File: src/rtl/dffnrsnq_pipe_pkg.sv
// rtl/dffnrsnq_pipe_pkg.sv - shared constants, op encoding and sizing helpers for the negedge pipeline
package dffnrsnq_pipe_pkg;

  localparam int DEF_WIDTH = 8;
  localparam int DEF_DEPTH = 3;

  // Per-edge operation, listed in decreasing priority.
  typedef enum logic [2:0] {
    OP_RESET   = 3'd0,
    OP_PRESET  = 3'd1,
    OP_SCAN    = 3'd2,
    OP_ADVANCE = 3'd3,
    OP_HOLD    = 3'd4
  } pipe_op_e;

  function automatic int cnt_w(input int depth);
    return $clog2(depth + 1);
  endfunction

  function automatic int scan_len(input int width, input int depth);
    return width * depth;
  endfunction

  localparam int DEF_SCAN_LEN = DEF_WIDTH * DEF_DEPTH;

endpackage

File: src/rtl/dffnrsnq_pipe_stage.sv
// rtl/dffnrsnq_pipe_stage.sv - one WIDTH-bit negedge stage with valid; scan mux under DFFNRSNQ_PIPE_SCAN_EN
module dffnrsnq_pipe_stage
  import dffnrsnq_pipe_pkg::*;
#(
  parameter int               WIDTH     = DEF_WIDTH,
  parameter logic [WIDTH-1:0] SET_VALUE = {WIDTH{1'b1}}
) (
  input  logic             i_clkn,
  input  logic             i_rn,
  input  logic             i_setn,
  input  logic             i_ld,
  input  logic             i_se,
  input  logic [WIDTH-1:0] i_d,
  input  logic             i_v,
  input  logic             i_si,
  output logic [WIDTH-1:0] o_q,
  output logic             o_v,
  output logic             o_so
);

  logic [WIDTH-1:0] r_q;
  logic             r_v;

`ifdef DFFNRSNQ_PIPE_SCAN_EN
  // Scan moves toward the MSB; valid is not part of the chain and holds.
  logic [WIDTH-1:0] w_shift;
  assign w_shift = WIDTH'({r_q, i_si});

  always_ff @(negedge i_clkn) begin
    if (!i_rn) begin
      r_q <= '0;
      r_v <= 1'b0;
    end else if (!i_setn) begin
      r_q <= SET_VALUE;
      r_v <= 1'b1;
    end else if (i_se) begin
      r_q <= w_shift;
    end else if (i_ld) begin
      r_q <= i_d;
      r_v <= i_v;
    end
  end

  assign o_so = r_q[WIDTH-1];
`else
  logic w_unused_scan;
  assign w_unused_scan = ^{i_se, i_si};

  always_ff @(negedge i_clkn) begin
    if (!i_rn) begin
      r_q <= '0;
      r_v <= 1'b0;
    end else if (!i_setn) begin
      r_q <= SET_VALUE;
      r_v <= 1'b1;
    end else if (i_ld) begin
      r_q <= i_d;
      r_v <= i_v;
    end
  end

  assign o_so = 1'b0;
`endif

  assign o_q = r_q;
  assign o_v = r_v;

endmodule

File: src/rtl/dffnrsnq_pipe.sv
// rtl/dffnrsnq_pipe.sv - WIDTH x DEPTH negedge pipeline with valid, stall, preset, COUNT; scan via DFFNRSNQ_PIPE_SCAN_EN
module dffnrsnq_pipe
  import dffnrsnq_pipe_pkg::*;
#(
  parameter int               WIDTH     = DEF_WIDTH,
  parameter int               DEPTH     = DEF_DEPTH,
  parameter logic [WIDTH-1:0] SET_VALUE = {WIDTH{1'b1}}
) (
  input  logic                      CLKN,
  input  logic                      RN,
  input  logic                      SETN,
  input  logic                      EN,
  input  logic [WIDTH-1:0]          D,
  input  logic                      VI,
  output logic [WIDTH-1:0]          Q,
  output logic                      VO,
  output logic [cnt_w(DEPTH)-1:0]   COUNT,
  input  logic                      SE,
  input  logic                      SI,
  output logic                      SO
);

  localparam int CW = cnt_w(DEPTH);

  logic [WIDTH-1:0] w_q [DEPTH];
  logic [DEPTH-1:0] w_v;
  logic [DEPTH-1:0] w_so;
  pipe_op_e         w_op;
  logic [CW-1:0]    r_count;

  for (genvar g = 0; g < DEPTH; g++) begin : g_stage
    logic [WIDTH-1:0] w_d_in;
    logic             w_v_in;
    logic             w_si_in;

    if (g == 0) begin : g_head
      assign w_d_in  = D;
      assign w_v_in  = VI;
      assign w_si_in = SI;
    end else begin : g_body
      assign w_d_in  = w_q[g-1];
      assign w_v_in  = w_v[g-1];
      assign w_si_in = w_so[g-1];
    end

    dffnrsnq_pipe_stage #(
      .WIDTH     (WIDTH),
      .SET_VALUE (SET_VALUE)
    ) u_stage (
      .i_clkn (CLKN),
      .i_rn   (RN),
      .i_setn (SETN),
      .i_ld   (EN),
      .i_se   (SE),
      .i_d    (w_d_in),
      .i_v    (w_v_in),
      .i_si   (w_si_in),
      .o_q    (w_q[g]),
      .o_v    (w_v[g]),
      .o_so   (w_so[g])
    );
  end

  always_comb begin
    w_op = OP_HOLD;
    if (!RN) begin
      w_op = OP_RESET;
    end else if (!SETN) begin
      w_op = OP_PRESET;
`ifdef DFFNRSNQ_PIPE_SCAN_EN
    end else if (SE) begin
      w_op = OP_SCAN;
`endif
    end else if (EN) begin
      w_op = OP_ADVANCE;
    end
  end

  // Running count instead of a popcount: +1 per valid entering, -1 per valid leaving.
  always_ff @(negedge CLKN) begin
    case (w_op)
      OP_RESET:   r_count <= '0;
      OP_PRESET:  r_count <= CW'(DEPTH);
      OP_ADVANCE: r_count <= r_count + CW'(VI) - CW'(w_v[DEPTH-1]);
      default:    r_count <= r_count;
    endcase
  end

  assign Q     = w_q[DEPTH-1];
  assign VO    = w_v[DEPTH-1];
  assign COUNT = r_count;
  assign SO    = w_so[DEPTH-1];

endmodule

File: config.mk
export PLATFORM = sky130hd
export DESIGN_NAME = dffnrsnq_pipe
export DESIGN_NICKNAME = d
export VERILOG_FILES = /design/src/rtl/dffnrsnq_pipe_pkg.sv /design/src/rtl/dffnrsnq_pipe_stage.sv /design/src/rtl/dffnrsnq_pipe.sv
export SDC_FILE = /design/constraint.sdc
export NUM_CORES = 1
export LEC_CHECK = 0
export ABC_AREA = 1
export BUFFER_PORTS_ARGS = -buffer_cell sky130_fd_sc_hd__buf_2
export CAP_MARGIN = 10
export CELL_PAD_IN_SITES_DETAIL_PLACEMENT = 1
export CELL_PAD_IN_SITES_GLOBAL_PLACEMENT = 1
export CORE_UTILIZATION = 34
export DETAILED_ROUTE_END_ITERATION = 10
export GPL_TIMING_DRIVEN = 0
export MAX_ROUTING_LAYER = met4
export PLACE_DENSITY_LB_ADDON = 0.05
export SLEW_MARGIN = 20
export SYNTH_ARGS = -nofsm -noshare
export SYNTH_HDL_FRONTEND = slang
export SYNTH_HIERARCHICAL = 1
export SYNTH_SLANG_ARGS = --single-unit
export TNS_END_PERCENT = 20
File: constraint.sdc
create_clock -name CLKN -period 1.3 [get_ports CLKN]
set_input_delay 0.13 -clock CLKN [delete_from_list [all_inputs] [get_ports CLKN]]
set_output_delay 0.13 -clock CLKN [all_outputs]
set_load 0.1 [all_outputs]
* Word-level counts from Yosys, hierarchy flattened
Index checks and enable logic that the tools add are counted.
** Storage, ports and cells
- Register bits :: 29
- Input bits :: 15
- Output and inout port bits :: 12
- Logic and storage cells :: 30
** Operators by class
- Add/subtract/negate cells :: 2
- Equality and inequality tests :: 3
- Muxes and demuxes :: 16
- Reduce and logical (&&, ||, !) cells :: 2
** Operators by type and width (number)
- 8-bit 2-to-1 mux :: 6
- 3-bit 2-to-1 mux :: 3
- 1-bit 2-to-1 mux :: 6
- 2-bit one-hot mux with 3 select lines :: 1
- 3-bit by 1-bit == test with 1-bit output (second input constant) :: 1
- 3-bit by 2-bit == test with 1-bit output (second input constant) :: 1
- 3-bit zero test :: 1
- 3-bit nonzero test :: 1
- 2-bit by 1-bit adder with 2-bit output :: 1
- 2-bit inequality test (second input constant) :: 1
- 2-bit by 1-bit subtractor with 2-bit output :: 1

* Longest topological paths before layout
Gate-level depths: netlist (run 1).
- Depth after elaboration :: 5
- Mapped depth :: 8
- Depth with buffers taken out :: 8

* Modules after synthesis
Netlist (run 1), hierarchy kept.
** Modules (own cells, without submodules)
- dffnrsnq_pipe_stage :: times used 3, cells each 43, area each 360.3 sq um, sequential area each 180.2 sq um
- dffnrsnq_pipe :: times used 1, cells each 25, area each 171.4 sq um, sequential area each 60.1 sq um

==> results of run 1 <==
flip-flops by register name, indices dropped and copies added (netlist names):
signal	cells
COUNT	2
g_stage.u_stage/o_q	24
g_stage.u_stage/o_v	3
area by class of cell:
cell class	instances	area [µm²]	share of cell area (%)
Buffer	4	41.3	2.29
Clock buffer	5	37.5	2.08
Clock inverter	32	149	8.26
Inverter	15	93.8	5.20
Multi-Input combinational cell	98	507	28.1
Sequential cell	29	614	34.1
Tap cell	46	57.6	3.19
Timing Repair Buffer	27	303	16.8
layout by cell type (no fill, tap or decap), types with 2 or more instances in the layout:
cell,count
a21oi_1,54
buf_12,9
buf_2,11
buf_4,5
buf_6,5
clkbuf_4,5
clkinv_1,3
clkinv_8,3
clkinvlp_2,2
dfxtp_1,18
dfxtp_2,8
edfxtp_1,2
ha_4,2
inv_1,34
inv_2,4
nand2_1,20
nand3_1,18
layer usage:
metal  vias to the layer above  track usage (%)  share of wire, %
met5                         -                -                 0
met4                         0             11.0               1.5
met3                         5             7.72               3.5
met2                        29             29.4                49
met1                       544             18.7                46
li1                        626                -                 -
power by group:
part | internal [mW] | leakage [nW] | switching (mW) | total (mW)
Clock | 0.510 | 0.192 | 0.546 | 1.06
Sequential | 0.980 | 0.250 | 0.0522 | 1.03
Combinational | 0.205 | 0.417 | 0.378 | 0.584
stage by stage:
stage | hold WS, ns | setup slack [ns] | total power [mW] | cells
after floorplan | 0.444 | -0.656 | 1.55 | 150
after global placement | 0.450 | -0.494 | 1.65 | 219
after detailed placement | 0.451 | -0.544 | 1.66 | 219
after CTS | 0.464 | -0.493 | 2.72 | 255
after global routing | 0.486 | -0.520 | 2.89 | 256
final | 0.466 | -0.472 | 2.67 | 256
what timing repair did:
| action | 4_1_cts | 5_1_grt |
|---|---|---|
| gates cloned | 0 | 0 |
| hold endpoints to repair | 0 | 0 |
| gates resized for setup | 54 | 1 |
| setup endpoints to repair | 13 | 13 |
| setup buffers | 3 | 1 |
worst paths after layout:
kind / startpoint / to / slack, ns / cells past startpoint
hold reg to reg: g_stage[1].u_stage/o_q[7] / g_stage[1].u_stage/o_q[7] / 0.47 / 2
setup reg to reg: COUNT[1] / COUNT[1] / -0.13 / 9
hold / removal: g_stage[1].u_stage/o_q[7] / g_stage[1].u_stage/o_q[7] / 0.47 / 2
setup / recovery: COUNT[1] / COUNT[1] / -0.47 / 1
==> qor.csv, run 1 <==
metric,value,unit
grt_pass1_vias,1288,
filler_cell_count,430,
initial_core_util,36.3,%
crit_buf_inv,1,
routabilityCongestion,0.720,
coreArea,0.00339,mm²
critPathSlowestCell,edfxtp_1,
drc,0,
area_growth,46.6,%
rsz0062_at_grt,true,
crit_family,flip-flops,
root_buffer,clkbuf_4,
drive_gt1_share,27.6,%
n_antenna_cell,0,
detailed_place_hpwl,2110,µm
synth_fp_nets,167,
via_count,1204,
track_usage,18.4,%
final_cell_area,0.00180,mm²
antenna_found_initial,0,
criticalPathCategory,reg2out,
die_w,62.1,µm
holdCritPathClass,reg2reg,
avgSynthCellArea,8.20,µm²
peakVddDrop,0.694,mV
clk_path_buf_depth,2,
outcome,"complete, but fails checks",
critPathArrivalTime,1.64,ns
setup_ws,-0.472,ns
cp-start-kind,register,
failed_checks,negative setup slack,
io_pins,27,
ctsHoldBuffers,0,
p_leak,0.858,nW
fp-row-count,21,
final_core_util,53.2,%
clock_skew,0.0165,ns
vias_per_cell,4.70,
grt_start_max_net_pins,22,
cts_tree,built,
placed_area,0.00142,mm²
ys_warn_count,6,
cts.reportedPaths.clkPinSlew,0.04,ns
cts_max_level,2,
cp_cell_sequence,buf_8,
overflow,0,
drt_wl_total,3130,µm
worstSetupEndpointType,output pin,
initialDrtViolationCount,21,
setup_tns,-4.54,ns
dieArea,0.00386,mm²
clkLatencyLatePin,0.39,ns
antenna_left,0,
report.final.slew_viol_count,0,
numCtsBuffers,5,
syn_area,0.00123,mm²
grt_pass1_wl,5470,µm
cp.required,1.17,ns
die_h,62.1,µm
num-nets-final,226,
placement.io_buffers,23,
crit_fanout,2,
powerDensity,1480,mW/mm²
finalSetupViolations,13,
wl_per_cell,12.2,µm
synth_cells,150,
finalHoldViolCount,0,
dr.pass1.iters,4,
cp_slowest_stage_delay,0.42,ns
cts_sinks,29,
cap_violations,0,
No activity file was read; power rests on OpenSTA's default activity.
==> inputs of run 2 (changes only) <==
- PLACE_DENSITY: not set -> 0.7
- PLACE_DENSITY_LB_ADDON: 0.05 -> not set
==> run 2 against run 1 <==
  * The run still ends with negative setup slack left
  * Largest cell class unchanged
  * Hold slack got worse by 0.0062 ns
  * Total power increased by 0.77%
  * Core utilization decreased by 0.48 points
  * Sequential power about the same
  * Register-to-register slack improved by 0.03 ns
  * Sequential cell count unchanged
  * Count of clock-buffer cells in the layout unchanged
==> qor.csv, run 2 (synthesis results as in run 1) <==
metric,value,unit,change
outcome,"complete, but fails checks",,unchanged
failed_checks,negative setup slack,,unchanged
cp_slowest_stage_delay,0.40,ns,was 0.42 ns
finalHoldViolCount,0,,unchanged
initialDrtViolationCount,25,,was 21
antenna_left,0,,unchanged
cts_tree,built,,unchanged
die_w,62.1,µm,unchanged
final_core_util,52.7,%,was 53.2%
grt.met3_usage,7.72,%,unchanged
drive_gt1_share,26.4,%,was 27.6%
setup_ws,-0.472,ns,about the same
place_worst_setup_slack,-0.533,ns,was -0.544 ns
worstSetupEndpointType,output pin,,unchanged
total_power,2.69,mW,was 2.67 mW
hp-start,g_stage[0].u_stage/o_q[6],,was g_stage[1].u_stage/o_q[7]
critPathArrivalTime,1.64,ns,about the same
antenna_found_initial,0,,unchanged
cts_max_level,2,,unchanged
placed_area,0.00142,mm²,unchanged
criticalPathCategory,reg2out,,unchanged
use_met2,28.8,%,was 29.4%
grt_start_max_net_pins,22,,unchanged
n_antenna_cell,0,,unchanged
final_common_cell,a21oi_1,,unchanged
crit_family,flip-flops,,unchanged
rsz0062_at_grt,true,,unchanged
drc,0,,unchanged
placement.io_buffers,23,,unchanged
r2r_start,COUNT[0],,was COUNT[1]
area_growth,45.3,%,was 46.6%
peakVddDrop,0.746,mV,was 0.694 mV
cp_cell_sequence,buf_6,,was buf_8
setup_tns,-4.57,ns,was -4.54 ns
final_cell_mix,"54 x a21oi_1, 34 x inv_1, 21 x nand2_1",,"was 54 x a21oi_1, 34 x inv_1, 20 x nand2_1"
wl_per_cell,12.6,µm,was 12.2 µm
reg2regPathDepth,7,,was 9
p_leak,0.857,nW,was 0.858 nW
routabilityCongestion,0.742,,was 0.720
via_count,1201,,was 1204
initial_core_util,36.3,%,unchanged
hold_end,g_stage[0].u_stage/o_q[6],,was g_stage[1].u_stage/o_q[7]
io_pins,27,,unchanged
drt_wl_total,3210,µm,was 3130 µm
crit_fanout,2,,unchanged
cp.required,1.17,ns,about the same
coreArea,0.00339,mm²,unchanged
cp.depth,1,,unchanged
largest_register_ffs,24,,unchanged
root_buffer,clkbuf_4,,unchanged
holdCritPathClass,reg2reg,,unchanged
numCtsBuffers,5,,unchanged
crit_buf_inv,1,,unchanged
track_usage,18.6,%,was 18.4%
overflow,0,,unchanged
timing.rr.end,COUNT[1],,unchanged
critPathSlowestCell,edfxtp_1,,unchanged
detailed_place_hpwl,2210,µm,was 2110 µm
cap_violations,0,,unchanged
clk_path_buf_depth,2,,unchanged
cp-start-kind,register,,unchanged
final_cell_area,0.00179,mm²,was 0.00180 mm²
reg2reg_slack,-0.10,ns,was -0.13 ns
finalSetupViolations,13,,unchanged
cts.reportedPaths.clkPinSlew,0.04,ns,about the same
ctsHoldBuffers,0,,unchanged
vias_per_cell,4.73,,was 4.70
hold_depth,2,,unchanged
grt_pass1_wl,5430,µm,was 5470 µm
report.final.slew_viol_count,0,,unchanged
clock_skew,0.0285,ns,was 0.0165 ns
die_h,62.1,µm,unchanged
met1_usage,19.3,%,was 18.7%
clkLatencyLatePin,0.40,ns,was 0.39 ns
cts_sinks,29,,unchanged
dr.pass1.iters,3,,was 4
fp-row-count,21,,unchanged
grt_pass1_vias,1283,,was 1288
num-nets-final,224,,was 226
powerDensity,1510,mW/mm²,was 1480 mW/mm²
grt-busiest-layer,met2,,unchanged
dieArea,0.00386,mm²,unchanged
[run 2: changes by cell type in the layout (fill, tap and decap cells not counted), sizes merged]
cell / before / now
clkinvlp: 2 / 0
buf: 31 / 29
inv: 38 / 40
[run 2: where the power goes]
group,leakage (nW),internal [mW],switching [mW]
combinational,0.406,0.195,0.377
clock,0.201,0.522,0.569
sequential,0.250,0.979,0.0509
total,0.857,1.70,0.997
[run 2: how the worst max path moves through the flow]
| stage | start | end | slack (ns) |
|---|---|---|---|
| finish | COUNT[0] | COUNT[0] | -0.47 |
| global route | COUNT[1] | COUNT[1] | -0.52 |
| CTS | COUNT[0] | COUNT[0] | -0.50 |
| detailed placement | SETN | COUNT[0] | -0.53 |
| global placement | SETN | COUNT[1] | -0.48 |
| floorplan | COUNT[0] | COUNT[1] | -0.66 |
[run 2: per-layer routing]
metal / vias to the layer above / wire length, µm
met2: 30 / 1550
met5: - / 0
met1: 545 / 1470
met4: 0 / 55
li1: 622 / -
met3: 4 / 127
[run 2: what timing repair did]
item / in CTS / in global routing
setup endpoints to repair: 13 / 13
buffers inserted: 2 / 0
gates resized for setup: 53 / 1
[run 2: layout make-up]
cell class              count  area [µm²]
clock buffers               5        37.5
inverters                  15        93.8
fillers                   413        1600
flip-flops and latches     29         617
clock inverters            32         151
plain buffers               4        41.3
multi-input cells          98         504
well taps                  46        57.6
repair buffers             25         284
[run 2: per-stage QoR]
stage | std cells | hold WS [ns]
3_3_place_gp | 219 | 0.452
5_1_grt | 254 | 0.482
2_1_floorplan | 150 | 0.444
6_report | 254 | 0.460
4_1_cts | 254 | 0.465
3_5_place_dp | 219 | 0.455
